===== src/rtl/nn_pkg.sv =====
// Shared definitions for the NN controller datapath: data width, sequencer states
// and the per-neuron weight ROM layout.
package nn_pkg;

    localparam int DW = 16;

    typedef enum logic [1:0] {
        ST_LOAD  = 2'd0,
        ST_RUN   = 2'd1,
        ST_FLUSH = 2'd2
    } nn_state_e;

    // Each neuron owns N_FEAT+1 consecutive ROM words; its bias sits at word N_FEAT.
    function automatic int unsigned bias_slot(input int unsigned n_feat);
        return n_feat;
    endfunction

endpackage


===== src/rtl/nn_feat_buf.sv =====
// Feature vector register file: one write port, combinational read, synchronous clear.
// Reading the bias slot (index N_FEAT) returns zero.
module nn_feat_buf
    import nn_pkg::*;
#(
    parameter int N_FEAT = 16,
    parameter int DW     = nn_pkg::DW,
    parameter int IW     = $clog2(N_FEAT + 1)
) (
    input  logic          clk,
    input  logic          reset,
    input  logic          clr,
    input  logic          we,
    input  logic [IW-1:0] waddr,
    input  logic [DW-1:0] wdata,
    input  logic [IW-1:0] raddr,
    output logic [DW-1:0] rdata
);

    localparam int AIW = (N_FEAT > 1) ? $clog2(N_FEAT) : 1;

    logic [DW-1:0] mem_r [N_FEAT];

    // Storage: async reset and sync clear both zero every entry so short vectors read as padded.
    always_ff @(posedge clk or posedge reset) begin
        if (reset) begin
            for (int i = 0; i < N_FEAT; i++) mem_r[i] <= '0;
        end else if (clr) begin
            for (int i = 0; i < N_FEAT; i++) mem_r[i] <= '0;
        end else if (we && (int'(waddr) < N_FEAT)) begin
            mem_r[waddr[AIW-1:0]] <= wdata;
        end
    end

    // Read port: out-of-range index is the bias slot and yields zero.
    always_comb begin
        rdata = '0;
        if (int'(raddr) < N_FEAT) begin
            rdata = mem_r[raddr[AIW-1:0]];
        end else begin
            rdata = '0;
        end
    end

endmodule


===== src/rtl/nn_feed_seq.sv =====
// Feature/weight operand sequencer: buffers one feature vector, then streams
// (feature, weight) pairs and a bias beat per neuron from a synchronous weight ROM.
module nn_feed_seq
    import nn_pkg::*;
#(
    parameter int N_FEAT = 16,
    parameter int N_NEUR = 8,
    parameter int DW     = nn_pkg::DW,
    parameter int AW     = $clog2(N_NEUR * (N_FEAT + 1))
) (
    input  logic          clk,
    input  logic          reset,
    input  logic          feat_valid,
    output logic          feat_ready,
    input  logic [DW-1:0] feat_data,
    input  logic          feat_last,
    output logic [AW-1:0] w_addr,
    output logic          w_en,
    input  logic [DW-1:0] w_data,
    output logic          out_valid,
    input  logic          out_ready,
    output logic [DW-1:0] in_o,
    output logic [DW-1:0] weib_o,
    output logic          is_bias_o,
    output logic [7:0]    neuron_o,
    output logic          vec_done,
    output logic          ovf_err
);

    localparam int          KW        = $clog2(N_FEAT + 1);
    localparam int unsigned BIAS_K    = bias_slot(N_FEAT);
    localparam logic [KW-1:0] K_BIAS  = KW'(BIAS_K);
    localparam logic [KW-1:0] K_FULL  = KW'(N_FEAT);
    localparam logic [KW-1:0] K_ONE   = KW'(1);
    localparam logic [AW-1:0] A_ONE   = AW'(1);
    localparam logic [7:0]  LAST_NEUR = 8'(N_NEUR - 1);

    nn_state_e     state_r;
    logic [KW-1:0] fcnt_r, k_r, kd_r;
    logic [7:0]    neuron_r, neurond_r, neuron_o_r;
    logic [AW-1:0] addr_r;
    logic          rd_pend_r, out_valid_r, is_bias_r, vec_done_r, ovf_err_r;
    logic [DW-1:0] in_r, weib_r, buf_rdata_s;
    logic          issue_s, buf_we_s, done_s;

    // Handshake decode. The ROM strobe depends on out_ready so a read is only
    // launched when its landing slot is guaranteed free, giving one pair per 2 clk.
    always_comb begin
        issue_s  = 1'b0;
        buf_we_s = 1'b0;
        done_s   = 1'b0;
        if (state_r == ST_RUN && !rd_pend_r && (!out_valid_r || out_ready)) issue_s = 1'b1;
        else issue_s = 1'b0;
        if (state_r == ST_LOAD && feat_valid && fcnt_r != K_FULL) buf_we_s = 1'b1;
        else buf_we_s = 1'b0;
        if (state_r == ST_FLUSH && !rd_pend_r && out_valid_r && out_ready) done_s = 1'b1;
        else done_s = 1'b0;
    end

    nn_feat_buf #(.N_FEAT(N_FEAT), .DW(DW), .IW(KW)) u_buf (
        .clk   (clk),
        .reset (reset),
        .clr   (done_s),
        .we    (buf_we_s),
        .waddr (fcnt_r),
        .wdata (feat_data),
        .raddr (kd_r),
        .rdata (buf_rdata_s)
    );

    // Sequencer FSM with counters and registered operand outputs.
    always_ff @(posedge clk or posedge reset) begin
        if (reset) begin
            state_r     <= ST_LOAD;
            fcnt_r      <= '0;
            k_r         <= '0;
            kd_r        <= '0;
            neuron_r    <= 8'd0;
            neurond_r   <= 8'd0;
            neuron_o_r  <= 8'd0;
            addr_r      <= '0;
            rd_pend_r   <= 1'b0;
            out_valid_r <= 1'b0;
            is_bias_r   <= 1'b0;
            vec_done_r  <= 1'b0;
            ovf_err_r   <= 1'b0;
            in_r        <= '0;
            weib_r      <= '0;
        end else begin
            vec_done_r <= 1'b0;
            rd_pend_r  <= issue_s;
            if (rd_pend_r) begin
                out_valid_r <= 1'b1;
                weib_r      <= w_data;
                in_r        <= buf_rdata_s;
                is_bias_r   <= (kd_r == K_BIAS);
                neuron_o_r  <= neurond_r;
            end else if (out_valid_r && out_ready) begin
                out_valid_r <= 1'b0;
            end
            if (issue_s) begin
                kd_r      <= k_r;
                neurond_r <= neuron_r;
            end
            case (state_r)
                ST_LOAD: begin
                    if (feat_valid) begin
                        if (fcnt_r == K_FULL) ovf_err_r <= 1'b1;
                        else fcnt_r <= fcnt_r + K_ONE;
                        if (feat_last) begin
                            state_r  <= ST_RUN;
                            k_r      <= '0;
                            neuron_r <= 8'd0;
                            addr_r   <= '0;
                        end
                    end
                end
                ST_RUN: begin
                    if (issue_s) begin
                        if (k_r == K_BIAS) begin
                            k_r <= '0;
                            if (neuron_r == LAST_NEUR) begin
                                neuron_r <= 8'd0;
                                addr_r   <= '0;
                                state_r  <= ST_FLUSH;
                            end else begin
                                neuron_r <= neuron_r + 8'd1;
                                addr_r   <= addr_r + A_ONE;
                            end
                        end else begin
                            k_r    <= k_r + K_ONE;
                            addr_r <= addr_r + A_ONE;
                        end
                    end
                end
                ST_FLUSH: begin
                    if (done_s) begin
                        vec_done_r <= 1'b1;
                        fcnt_r     <= '0;
                        state_r    <= ST_LOAD;
                    end
                end
                default: state_r <= ST_LOAD;
            endcase
        end
    end

    assign feat_ready = (state_r == ST_LOAD);
    assign w_en       = issue_s;
    assign w_addr     = addr_r;
    assign out_valid  = out_valid_r;
    assign in_o       = in_r;
    assign weib_o     = weib_r;
    assign is_bias_o  = is_bias_r;
    assign neuron_o   = neuron_o_r;
    assign vec_done   = vec_done_r;
    assign ovf_err    = ovf_err_r;

endmodule


===== config.mk =====
export PLATFORM = sky130hd
export DESIGN_NAME = nn_feed_seq
export DESIGN_NICKNAME = d
export VERILOG_FILES = /design/src/rtl/nn_pkg.sv /design/src/rtl/nn_feat_buf.sv /design/src/rtl/nn_feed_seq.sv
export SDC_FILE = /design/constraint.sdc
export NUM_CORES = 1
export LEC_CHECK = 0
export BUFFER_PORTS_ARGS = -buffer_cell sky130_fd_sc_hd__clkbuf_2
export CAP_MARGIN = 15
export CORE_MARGIN = 1
export CORE_UTILIZATION = 45
export CTS_CLUSTER_SIZE = 14
export DETAILED_ROUTE_END_ITERATION = 6
export HOLD_SLACK_MARGIN = 0.12
export PLACE_DENSITY = 0.7
export SLEW_MARGIN = 10
export SYNTH_ARGS = -nofsm -noshare
export SYNTH_HDL_FRONTEND = slang
export SYNTH_SLANG_ARGS = --single-unit

===== constraint.sdc =====
create_clock -name clk -period 30.8 [get_ports clk]
set_input_delay 6.16 -clock clk [delete_from_list [all_inputs] [get_ports clk]]
set_output_delay 6.16 -clock clk [all_outputs]
set_load 0.05 [all_outputs]

Word-level counts from Yosys, hierarchy flattened
Cells that the tools add are included.
- register bits after elaboration: 342
- input bits: 37
- output and inout bits: 54
- logic and storage cells: 121
- $add $sub $neg: 4
- magnitude comparators: 5
- equal/unequal tests: 14
- multiplexer cells: 42
- bitwise operators: 2
- reductions and logical operators: 23
- operators with widths (cell ; number):
    two-way mux 256 bit ; 2
    bitwise mux 256 bit ; 1
    binary-select mux 16 bit (select 4 bit) ; 1
    demux 16 bit (select 4 bit) ; 1
    two-way mux 16 bit ; 4
    two-way mux 8 bit ; 8
    two-way mux 5 bit ; 7
    one-hot mux 8 bit (2 select lines) ; 2
    one-hot mux 5 bit (2 select lines) ; 2
    adder 8 x 1 -> 8 bit (second input constant) ; 2
    equality test 5 bit (second input constant) ; 3
    two-way mux 2 bit ; 6
    adder 5 x 1 -> 5 bit (second input constant) ; 2
    >= comparator 5 bit (second input constant) ; 2
    logical AND 1 bit ; 10
    < comparator 5 bit (second input constant) ; 2
    NOT 4 -> 5 bit ; 2
    equality test 8 x 3 -> 1 bit (second input constant) ; 1
    inequality test 2 bit (second input constant) ; 4
    AND reduction 4 bit ; 2
    nonzero test 2 bit ; 4
    two-way mux 1 bit ; 7
    inequality test 2 x 1 -> 1 bit (second input constant) ; 3
    one-hot mux 2 bit (3 select lines) ; 1
    10 further kinds ; 11

Depth between registers and ports, before layout
- word-level depth: 8
- depth in mapped cells: 8
- depth with buffers taken out: 6

Hierarchy
Synthesis repeated with hierarchy kept, for this count alone.
- cells, all modules: 1731
- area, all modules: 16340.7 sq um
- by module, submodules not included (module ; times used ; cells each ; area each (sq um) ; seq. area each (sq um)):
    nn_feat_buf ; 1 ; 1433 ; 12604.6 ; 6406.1
    nn_feed_seq ; 1 ; 298 ; 3736.1 ; 2152.1

Worst setup path after synthesis
OpenSTA, ideal clock, no wires.
- path type: input port to output port
- start: input out_ready
- end: output w_en
- arrival time: 6848 ps
- data required time: 24640 ps
- setup slack: 17792 ps
- stages: 3
- buffers on the path: 1
- path through: nor2b_1 -> nor3_2 -> buf_4
- longest elaborated chain between the ends: 3
- ends and longest elaborated chain (what ; line ; source):
    start, declared ; nn_feed_seq.sv:21 ; input logic out_ready,
    logical OR 1 bit ; nn_feed_seq.sv:52 ; if (state_r == ST_RUN && !rd_pend_r && (!out_valid_r || out_ready)) issue_s = 1'b1;
    logical AND 1 bit ; nn_feed_seq.sv:52 ;
    two-way mux 1 bit ; nn_feed_seq.sv:52 ;
    end, declared ; nn_feed_seq.sv:18 ; output logic w_en,
Every way passes these cells.

Final worst setup path
Same ends and word-level chain as after synthesis.

==> summary.txt <==
Status - complete, but fails checks
Failing checks - design-rule violations
Net Count, Synth - 1400
Power Total - 1760 uW
Total track usage - 21.0%
Count leader, synth - dfrtp_1
Num CTS Buffers - 38
Reg2reg end - in_o[7]
Vias in the first global route - 10722
Core area - 35700 sq um
Beginning of the worst hold path - weib_o[9]
Root Driver - clkbuf_16
GRT Max-Usage Layer - met2
Port-buffer cells - 90
First-pass GRT wire length - 60700 um
Total Neg Setup Slack - 0 ns
CTS max path bufs - 3
Yosys warns - 0
CTS tree - done
Routed length per instance - 20.1 um
Worst R2R Start - kd_r[0]
Met3 Use GR - 3.87%
Die W - 193 um
Post-CTS Resized - 0
Ports - 91
Worst Tran Pin Value - 1.33 ns
Area growth, synth to finish - 10.9%
Post-synth EDFFs - 0
Critical Path AT - 7.15 ns
Crit Path Max Fanout - 16
CP Launch Type - input pin
Final setup margin - 17.49 ns
Top post-synthesis cells by area - dfrtp_1 (52%), mux2i_1 (21%), nor2_1 (6.0%)
Max-Cap Viols - 0
Layout cell share with drive strength beyond 1 - 18.3%
Worst Hold Path EP - weib_o[9]
Clock Sinks - 342
R2R setup slack - 27.83 ns
GR Util met2 - 33.4%
Min Tclk post-route - 13.31 ns
Seq cells post-synth - 342
Mapped cell area - 16400 sq um
Distinct cells, synth - 58
WHS Path Cells - 1
DRT Pass-1 Iters - 7
Asr flop ratio synth - 100%
Reg2reg path depth - 5
Pre-CTS setup slack - 17.48 ns
Total gr overflow - 0
DR iter-0 viols - 845
Top cell type's share of synthesized area - 52.3%
Die ar. - 37100 sq um
Final std cells w/o fill - 1881
Routed wire length - 37800 um
Fin crit share - 43.2%
Slew Limit Fails - 0
Top_reg_cell synth - dfrtp_1
Peak VDD IR - 0.0407 mV
RSZ-0062 raised after global routing - false
Power density cells - 97.1 nW/um^2
Clock-pin slew on the worst setup and hold paths - 0.06 ns
GP Congestion - 0.774
Critical path data required time - 24.64 ns
CP Class - input pin to output port
Post-DRT Antenna Nets - 0
Post-synth top cells - dfrtp_1 (342), mux2i_1 (337), nor2_1 (262)
Number of antenna violations at the first check in global routing - 1
Number of hold buffers added after cts - 0
Setup Skew - 0.0247 ns
Seq/Total Area, Yosys - 52.3%
Met1 usage - 29.5%
Routed vias/inst - 5.66
Die height - 193 um
Synth area leader - dfrtp_1
Leak pwr - 0.0101 uW
Crit end category - output port
Final HPWL DP - 21700 um
Post-CTS setup buffer count - 0
# DRC - 4
Rel. slew slack - 11.1%
# nets final - 1434
Final setup viols - 0
Final Core Density - 50.9%
Worst-Skew Late Latency - 0.54 ns
Starting Density - 45.9%
Via count - 10641
H-tree depth - 2
Num rows - 69
Pin count of the biggest net entering global routing - 258
Final Hold Fails - 0
Hold Crit Class - flip-flop to flip-flop
Cell count after placement - 1810
Syn Inst Count - 1355
Peak Freq - 75.2 MHz
Syn Area/Cell - 12.1 sq um
## state kept, by name, summed over array words and instances, names as in the netlist, 2 cells and up
| signal | cells |
|---|---|
| u_buf.mem_r | 256 |
| in_o | 16 |
| weib_o | 16 |
| neuron_o | 8 |
| neuron_r | 8 |
| neurond_r | 8 |
| w_addr | 8 |
| fcnt_r | 5 |
| k_r | 5 |
| kd_r | 5 |
| state_r | 2 |
## kinds of logic after synthesis
group	count (synthesis)	share of synthesized area, %
buffers and inverters	123	4.04
AND/OR/NAND/NOR	355	10.4
flip-flops	342	52.3
AO/OA/AOI/OAI	120	5.05
XOR/XNOR	1	0.0535
adder cells (fa/ha/maj)	8	0.612
multiplexers	406	27.6
## power by group
part	internal, uW	switching, uW	total [uW]
combinational	239	367	606
sequential	599	107	706
clock	268	183	450
total	1110	656	1760
## layout make-up
class / instances / area (sq um)
Clock inverter: 13 / 165
Inverter: 16 / 67.6
Timing Repair Buffer: 101 / 546
Fill cell: 3079 / 17500
Antenna cell: 1 / 2.50
Tap cell: 461 / 577
Sequential cell: 342 / 8560
Clock buffer: 57 / 1070
Multi-Input combinational cell: 890 / 7160
## critical path, cell delays in order
cell	delay, ns
clkbuf_2	0.10
nor2b_1	0.35
nor3_2	0.06
buf_4	0.22
clkbuf_2	0.25
## layer usage
metal,part of all wire [%],wire length (um)
met1,45,17100
met2,48,18100
met3,5.0,1890
met4,1.9,731
met5,0,0
## worst max-delay path by stage
| stage | start | endpoint | cells after the start |
|---|---|---|---|
| 2_1_floorplan | reset | fcnt_r[0] | 1 |
| 3_3_place_gp | out_ready | w_en | 5 |
| 3_5_place_dp | out_ready | w_en | 5 |
| 4_1_cts | out_ready | w_en | 5 |
| 5_1_grt | out_ready | w_en | 5 |
| 6_report | out_ready | w_en | 5 |
## metrics by stage
step | hold WS, ns | instance area [sq um]
2_1_floorplan | 0.475 | 16400
5_1_grt | 0.515 | 18200
4_1_cts | 0.502 | 18200
6_report | 0.506 | 18200
3_5_place_dp | 0.488 | 16900
3_3_place_gp | 0.487 | 16900
## cells in the final DEF, fill, tap and decap left out, drive strengths merged, types with 5 or more instances in the layout
master	instances
a211oi	5
a21oi	12
a22oi	32
a32oi	16
buf	11
clkbuf	147
clkinv	6
dfrtp	342
ha	8
inv	19
mux2	37
mux2i	337
mux4	32
nand2	17
nand2b	6
nand3	27
nor2	262
nor2b	5
o21ai	32
o22ai	6
o31ai	5
or3	6
(Power assumes the default switching activity.)
